**src/rtl/mdio_peripheral.sv**
```systemverilog
// PHY-side MDIO target: decodes controller frames, strobes register writes,
// and serialises register reads back to the controller on MDIO_IN.
module mdio_peripheral #(
    parameter logic [4:0] PHY_ADDR = 5'd1
) (
    input  logic        CLK,
    input  logic        RESET,
    input  logic        MDC,
    input  logic        MDIO_OUT,
    input  logic        MDIO_OE,
    output logic        MDIO_IN,
    output logic        PHY_OE,
    output logic [4:0]  ADDR,
    output logic [15:0] WR_DATA,
    output logic        WR_STB,
    output logic        RD_STB,
    input  logic [15:0] RD_DATA,
    output logic        FRAME_ERR
);

    typedef enum logic [2:0] {
        S_IDLE,
        S_HDR,
        S_WR,
        S_RD,
        S_SKIP
    } state_t;

    state_t      state;
    logic        mdc_q;
    logic        rise;
    logic        fall;
    logic [4:0]  cnt;       // index of the next bit to be sampled
    logic [12:0] hdr;       // header bits 0..12; bit 13 is taken live at decode
    logic [13:0] hdr_full;
    logic [14:0] wr_sr;     // data bits ahead of the final one
    logic [15:0] tx;
    logic        rd_pend;

    // MDC edge detection and the complete header as seen on the bit-13 rise
    always_comb begin
        rise     = MDC & ~mdc_q;
        fall     = ~MDC & mdc_q;
        hdr_full = {hdr, MDIO_OUT};
    end

    // Frame FSM with registered outputs
    always_ff @(posedge CLK or negedge RESET) begin
        if (!RESET) begin
            state     <= S_IDLE;
            mdc_q     <= 1'b0;
            cnt       <= '0;
            hdr       <= '0;
            wr_sr     <= '0;
            tx        <= '0;
            rd_pend   <= 1'b0;
            MDIO_IN   <= 1'b0;
            PHY_OE    <= 1'b0;
            ADDR      <= '0;
            WR_DATA   <= '0;
            WR_STB    <= 1'b0;
            RD_STB    <= 1'b0;
            FRAME_ERR <= 1'b0;
        end else begin
            mdc_q     <= MDC;
            WR_STB    <= 1'b0;
            RD_STB    <= 1'b0;
            FRAME_ERR <= 1'b0;
            // register contents are valid the CLK after RD_STB
            rd_pend   <= RD_STB;
            if (rd_pend)
                tx <= RD_DATA;

            case (state)
                S_IDLE: begin
                    if (rise && MDIO_OE) begin
                        hdr   <= {12'd0, MDIO_OUT};
                        cnt   <= 5'd1;
                        state <= S_HDR;
                    end
                end

                S_HDR: begin
                    if (rise) begin
                        if (!MDIO_OE) begin
                            cnt   <= '0;
                            state <= S_IDLE;
                        end else begin
                            cnt <= cnt + 5'd1;
                            hdr <= {hdr[11:0], MDIO_OUT};
                            if (cnt == 5'd13) begin
                                if (hdr_full[9:5] != PHY_ADDR) begin
                                    state <= S_SKIP;
                                end else if (hdr_full[13:12] != 2'b01 ||
                                             !(hdr_full[11:10] == 2'b01 || hdr_full[11:10] == 2'b10)) begin
                                    FRAME_ERR <= 1'b1;
                                    state     <= S_SKIP;
                                end else if (hdr_full[11:10] == 2'b01) begin
                                    ADDR  <= hdr_full[4:0];
                                    state <= S_WR;
                                end else begin
                                    ADDR   <= hdr_full[4:0];
                                    RD_STB <= 1'b1;
                                    state  <= S_RD;
                                end
                            end
                        end
                    end
                end

                S_WR: begin
                    if (rise) begin
                        if (!MDIO_OE) begin
                            cnt   <= '0;
                            state <= S_IDLE;
                        end else begin
                            cnt <= cnt + 5'd1;
                            if (cnt >= 5'd16)
                                wr_sr <= {wr_sr[13:0], MDIO_OUT};
                            // WR_DATA is only committed on a complete frame
                            if (cnt == 5'd31) begin
                                WR_DATA <= {wr_sr, MDIO_OUT};
                                WR_STB  <= 1'b1;
                                cnt     <= '0;
                                state   <= S_IDLE;
                            end
                        end
                    end
                end

                S_RD: begin
                    if (rise) begin
                        cnt <= cnt + 5'd1;
                        // controller driving while we drive: release and ride out the frame
                        if (MDIO_OE && PHY_OE) begin
                            PHY_OE  <= 1'b0;
                            MDIO_IN <= 1'b0;
                            state   <= (cnt == 5'd31) ? S_IDLE : S_SKIP;
                        end
                    end else if (fall) begin
                        if (cnt == 5'd15) begin
                            PHY_OE  <= 1'b1;
                            MDIO_IN <= 1'b0;
                        end else if (cnt == 5'd0) begin
                            // counter wrapped: bit 31 has been sampled
                            PHY_OE  <= 1'b0;
                            MDIO_IN <= 1'b0;
                            state   <= S_IDLE;
                        end else if (cnt >= 5'd16) begin
                            MDIO_IN <= tx[15];
                            tx      <= {tx[14:0], 1'b0};
                        end
                    end
                end

                S_SKIP: begin
                    if (rise) begin
                        if (cnt == 5'd31) begin
                            cnt   <= '0;
                            state <= S_IDLE;
                        end else begin
                            cnt <= cnt + 5'd1;
                        end
                    end
                end

                default: state <= S_IDLE;
            endcase
        end
    end

endmodule

```
**config.mk**
```make
export PLATFORM = sky130hd
export DESIGN_NAME = mdio_peripheral
export DESIGN_NICKNAME = d
export VERILOG_FILES = /design/src/rtl/mdio_peripheral.sv
export SDC_FILE = /design/constraint.sdc
export NUM_CORES = 1
export LEC_CHECK = 0
export CAP_MARGIN = 25
export CORE_MARGIN = 2
export CORE_UTILIZATION = 59
export CTS_CLUSTER_SIZE = 25
export DETAILED_ROUTE_END_ITERATION = 8
export MAX_ROUTING_LAYER = met4
export PLACE_DENSITY = 0.93
export SYNTH_ARGS = -nofsm -noshare
export SYNTH_HDL_FRONTEND = slang
export SYNTH_SLANG_ARGS = --single-unit
```
**constraint.sdc**
```tcl
create_clock -name CLK -period 4 [get_ports CLK]
set_input_delay 0.4 -clock CLK [delete_from_list [all_inputs] [get_ports CLK]]
set_output_delay 0.4 -clock CLK [all_outputs]
set_load 0.005 [all_outputs]
```
== After elaboration in Yosys (flattened, before gate mapping) ==
Index checks and enable logic that the tools add are counted.

* Bits in registers: 80
* Bits of input ports: 21
* Output and inout port bits: 26
* Logic and storage cells: 130

* $add $sub $neg: 1
* Magnitude comparators: 1
* Equality and inequality tests: 23
* Multiplexer cells: 65
* Bitwise gates (word level): 6
* Reduce and logical (&&, ||, !) cells: 20

{| class="wikitable"
|+ Operator list
! cell !! number
|-
| 16-bit two-way mux || 7
|-
| 3-bit two-way mux || 16
|-
| 5-bit two-way mux || 8
|-
| 13-bit two-way mux || 3
|-
| 1-bit two-way mux || 28
|-
| 13-bit one-hot mux with 2 select lines || 1
|-
| 5-bit one-hot mux with 5 select lines || 1
|-
| 4-bit AND reduction || 5
|-
| 3-bit inequality test (second input constant) || 5
|-
| 3-bit one-hot mux with 5 select lines || 1
|-
| 2-bit inequality test (second input constant) || 6
|-
| 6-bit AND reduction || 2
|-
| 5-bit by 4-bit equality test with 1-bit output (second input constant) || 2
|-
| 9-bit AND reduction || 1
|-
| 3-bit by 2-bit equality test with 1-bit output (second input constant) || 2
|-
| 5-bit by 1-bit adder with 5-bit output (second input constant) || 1
|-
| 5-bit equality test (second input constant) || 1
|-
| 5-bit greater-or-equal comparator (second input constant) || 1
|-
| 5-bit logical NOT || 1
|-
| 5-bit by 1-bit inequality test with 1-bit output (second input constant) || 1
|-
| 5-bit nonzero test || 1
|-
| 2-bit by 1-bit inequality test with 1-bit output (second input constant) || 2
|-
| 1-bit NOT || 4
|-
| 2-bit nonzero test || 2
|-
| other kinds (11) || 14
|}

== Depth between registers and ports, before layout ==
* Depth after elaboration: 10
* Depth in mapped cells: 8

== Worst setup path after synthesis ==
OpenSTA, ideal clock, no wires.

* Path kind: register to register
* Start point: register cnt[0]
* End point: register cnt[3]
* Library setup time: 0.087 ns
* Arrival time: 2.127 ns
* Data required time: 3.913 ns
* Setup slack: 1.787 ns
* Stages on the path, launching flop included: 8
* Period minus slack after synthesis: 2.213 ns
* Cells stage by stage: dfrtp_1 > ha_1 > and3_2 > ha_1 > o31a_1 > a31o_2 > or4_1 > o211ai_1

* Longest elaborated chain between the ends: 5
* Elaborated cells on any way between the ends: 10
* Those cells by class: 1 x add/sub; 1 x eq/ne; 8 x mux

{| class="wikitable"
|+ RTL lines
! what !! RTL line !! text
|-
| from (decl) || 33 || <nowiki>logic [4:0] cnt;</nowiki>
|-
| from (signal assigned) || 89 || <nowiki>cnt <= cnt + 5'd1;</nowiki>
|-
| from (signal assigned) || 117 || <nowiki>cnt <= cnt + 5'd1;</nowiki>
|-
| from (signal assigned) || 133 || <nowiki>cnt <= cnt + 5'd1;</nowiki>
|-
| 5-bit by 1-bit adder with 5-bit output or 5-bit equality test (tied branches) || n/a ||
|-
| 5-bit two-way mux || 121, 158 ||
|-
| 5-bit two-way mux || 113 || <nowiki>if (!MDIO_OE) begin</nowiki>
|-
| 5-bit two-way mux || 112 || <nowiki>if (rise) begin</nowiki>
|-
| 5-bit one-hot mux with 5 select lines (*) || 74 || <nowiki>case (state)</nowiki>
|}

Every way passes the cells marked *; elsewhere a longest branch is shown, timed or not. The select of a mux whose other input is x is not followed.
A chain may end at the register's enable or synchronous reset.

== Worst setup path after layout ==
* Start point: input port MDC
* End point: register ADDR[1]

* Longest elaborated chain between the ends: 2

{| class="wikitable"
|+ RTL lines
! what !! RTL line !! text
|-
| from (decl) || 8 || <nowiki>input logic MDC,</nowiki>
|-
| 1-bit bitwise AND || 42 || <nowiki>rise = MDC & ~mdc_q;</nowiki>
|-
| 6-bit AND reduction (no source line) || n/a ||
|-
| to (signal assigned) || 99 || <nowiki>ADDR <= hdr_full[4:0];</nowiki>
|-
| to (signal assigned) || 102 || <nowiki>ADDR <= hdr_full[4:0];</nowiki>
|-
| to (decl) || 13 || <nowiki>output logic [4:0] ADDR,</nowiki>
|}

Every way passes these cells.

==> impl_metrics.tcl <==
set metrics [dict create \
    run_status "complete, no violations" \
    core-area_mm2 0.00603 \
    buffer_ports.inserted 46 \
    synthDominantAreaCellType "sky130_fd_sc_hd__dfrtp_1" \
    simple_gate_share_of_the_synthesized_area_pct 15.5 \
    critPathKind "input pin to flip-flop" \
    cts_tree "yes" \
    rrSetupSlack_ps 1360 \
    reg2regPathDepth 6 \
    max_cap_viol_count 0 \
    asyncSetResetFlopFracSynth_pct 100 \
    grt_util_met3_pct 3.08 \
    synth_commonest_cells "sky130_fd_sc_hd__dfrtp_1 (80), sky130_fd_sc_hd__nand2_1 (50), sky130_fd_sc_hd__mux2_2 (31)" \
    synth_warnings 0 \
    ctsHtreeMaxLevel 3 \
    power_density_mw_per_mm2 436 \
    worst-slew-pin-transition_ps 981 \
    yosys.cell_count.top_type "sky130_fd_sc_hd__dfrtp_1" \
    root_buffer "sky130_fd_sc_hd__clkbuf_8" \
    wl_per_cell_um 16.8 \
    postSynthRegisterBits 80 \
    grt_overflow 0 \
    design.die.area_mm2 0.00696 \
    synth.yosys.seq_area_share_pct 53.8 \
    dieWidth_um 83.4 \
    finalClockSkew_ps 9.13 \
    holdBufCountCts 0 \
    synth_xor_area_share_pct 0 \
    synth-main-ff-cell "sky130_fd_sc_hd__dfrtp_1" \
    vdd_ir_drop_max_uv 286 \
    largest_family_of_logic_cells_by_synthesized_area "multiplexers" \
    syn_avg_cell_area_um2 11.5 \
    drt_pre_antenna_iters 4 \
    detailed_placer_s_ending_hpwl_um 4820 \
    worst_ep_arrival_time_ps 3000 \
    worst_setup_hold_path_clk_slew_ps 80 \
    initial_utilization_pct 61.8 \
    clockBufferDepth 2 \
    slew_headroom_pct 34.3 \
    top_level_ports 47 \
    finalWirelength_um 7510 \
    total_power_mw 1.95 \
    clk_latency_ps 360 \
    leakage_power_nw 2.07 \
    min-delay-path-class "input pin to asynchronous set/reset pin" \
    cts_post_setup_buffers_inserted 0 \
    routing_layer_with_the_top_usage_in_global_route "met2" \
    num_antenna_cells 0 \
    number_of_cells_upsized_or_downsized_after_cts 0 \
    critical_path.startpoint_type "input pin" \
    layout_min_cycle_time_ps 2760 \
    die_h_um 83.4 \
    synth_area_mm2 0.00372 \
    netlist-cell-type-count 56 \
    clock_buffers_created_by_tritoncts 9 \
    finalCritPeriodShare_pct 68.9 \
    worst_ep_required_time_ps 4240 \
    r2r-end "ADDR[1]$_DFFE_PN0P_" \
    globalplace.congestion 0.869 \
    stage_delay_of_the_slowest_cell_on_the_critical_path_ps 510 \
    finalNonFillerCells 446 \
    synth_adder_area_share_pct 2.69 \
    dp_cells 428 \
    critical_path.reg2reg.startpoint "mdc_q$_DFF_PN0_" \
    drt_first_iter_violations 262 \
    mappedNetlistNets 354 \
    route.detailed.vias_per_inst 5.83 \
    final-max-slew-violation-count 0 \
    worstSetupEndpointType "flip-flop" \
    drc_markers 0 \
    synth.top_cells.by_area "sky130_fd_sc_hd__dfrtp_1 (54%), sky130_fd_sc_hd__mux2_2 (9.4%), sky130_fd_sc_hd__nand2_1 (5.0%), sky130_fd_sc_hd__mux2i_1 (4.3%), sky130_fd_sc_hd__ha_1 (2.7%)" \
    synth_compound_gate_area_share_pct 8.67 \
    globalRouteMet1Util_pct 28.8 \
    detailroute.via_count 2598 \
    crit_path_top_delay_cell "sky130_fd_sc_hd__and2_1" \
    area_growth_syn_to_layout_pct 20.1 \
    cp-startpoint "MDC" \
    post-synth-top-area-fraction_pct 53.8 \
    grt_max_degree 81 \
    synthMuxAreaShare_pct 16.1 \
    critical_path_peak_fanout 16 \
    post_synthesis_cells 325 \
    fp-row-count 28 \
    report.final.setup_viol 0 \
    timing.setup.tns_ps 0 \
    route.antenna.remaining_nets 0 \
    crit_path_cell_trace "clkdlybuf4s50_1, ha_1, nor2b_2, and2_1, and4_1, mux2_1" \
    rsz0062_at_grt "no" \
    hold_viol_final 0 \
    global_route.usage.met2_pct 39.4 \
    grt_first_pass_wirelength_um 12700 \
    grtUsageTotal_pct 23.6 \
    grt_pass1_vias 2627 \
    worst_setup_path_endpoint "ADDR[1]$_DFFE_PN0P_" \
    highest_attainable_clock_frequency_ghz 0.363 \
    nets 395 \
    cts_num_sinks 80 \
    fraction_of_final_layout_cells_sized_beyond_drive_strength_1_pct 17.3 \
    grt_antenna_before_repair 0 \
    synth_enable_flop_cells 0 \
    fillerInstances 391 \
]
metal layers:
metal	up-vias	share of wire (%)
met2	63	52
met1	1289	42
met3	8	3.9
met5	-	0
met4	0	1.6
li1	1238	-
report_power, final:
| part | internal (mW) | total (mW) | switching [mW] |
|---|---|---|---|
| clock network | 0.366 | 0.698 | 0.332 |
| registers | 0.854 | 0.972 | 0.118 |
| logic | 0.131 | 0.279 | 0.148 |
| total | 1.35 | 1.95 | 0.598 |
critical path: cells and delay by family:
kind / cells / cell delay [ps]
buf+inv: 1 / 500
fa+ha+maj: 1 / 440
simple gates: 3 / 1280
mux: 1 / 360
per-stage QoR:
step                      cell area (um2)  utilization (%)  hold WS, ps  setup WS, ps
after floorplan                      3720                -          104          1790
after global placement               4200             69.7          362          1010
after detailed placement             4200             69.7          377           928
after CTS                            4430             73.5          230          1300
after global routing                 4470             74.2          384          1110
final                                4470             74.2          379          1240
state kept, by name (all words and copies together), names as in the netlist, 3 cells and up:
name     count
WR_DATA     16
tx          16
wr_sr       15
hdr         13
ADDR         5
cnt          5
state        3
cells by family after synthesis:
group	after synthesis
buf+inv	28
mux	55
flops	80
compound gates	47
simple gates	107
fa+ha+maj	8
how the worst min path moves through the flow:
stage | from | end | cells after the start
floorplan | RESET | ADDR[0]$_DFFE_PN0P_ | 0
global placement | RD_STB$_DFF_PN0_ | rd_pend$_DFF_PN0_ | 0
detailed placement | RD_STB$_DFF_PN0_ | rd_pend$_DFF_PN0_ | 0
CTS | RESET | FRAME_ERR$_DFF_PN0_ | 1
global route | RESET | hdr[2]$_DFFE_PN0P_ | 2
finish | RESET | hdr[2]$_DFFE_PN0P_ | 2
area by class of cell:
class | instances | area, um2 | area share (%)
Sequential cell | 80 | 2000 | 44.8
Clock buffer | 9 | 124 | 2.77
Clock inverter | 7 | 109 | 2.44
Multi-Input combinational cell | 217 | 1600 | 35.9
Inverter | 9 | 33.8 | 0.756
Timing Repair Buffer | 49 | 503 | 11.3
Tap cell | 75 | 93.8 | 2.10
placed cells by master (no fill, tap or decap), types with 7 or more instances in the layout:
cell                              synthesis  final
sky130_fd_sc_hd__mux2i_1                 16     16
sky130_fd_sc_hd__dfrtp_1                 80     80
sky130_fd_sc_hd__mux2_1                   8      8
sky130_fd_sc_hd__nand3_1                 18     18
sky130_fd_sc_hd__mux2_2                  31     31
sky130_fd_sc_hd__a21oi_1                  7      7
sky130_fd_sc_hd__clkdlybuf4s50_1          0     45
sky130_fd_sc_hd__inv_1                    9      9
sky130_fd_sc_hd__nand2_1                 50     50
sky130_fd_sc_hd__o21ai_0                 17     17
sky130_fd_sc_hd__ha_1                     8      8
sky130_fd_sc_hd__clkbuf_8                 0      9
(Power assumes the default switching activity.)
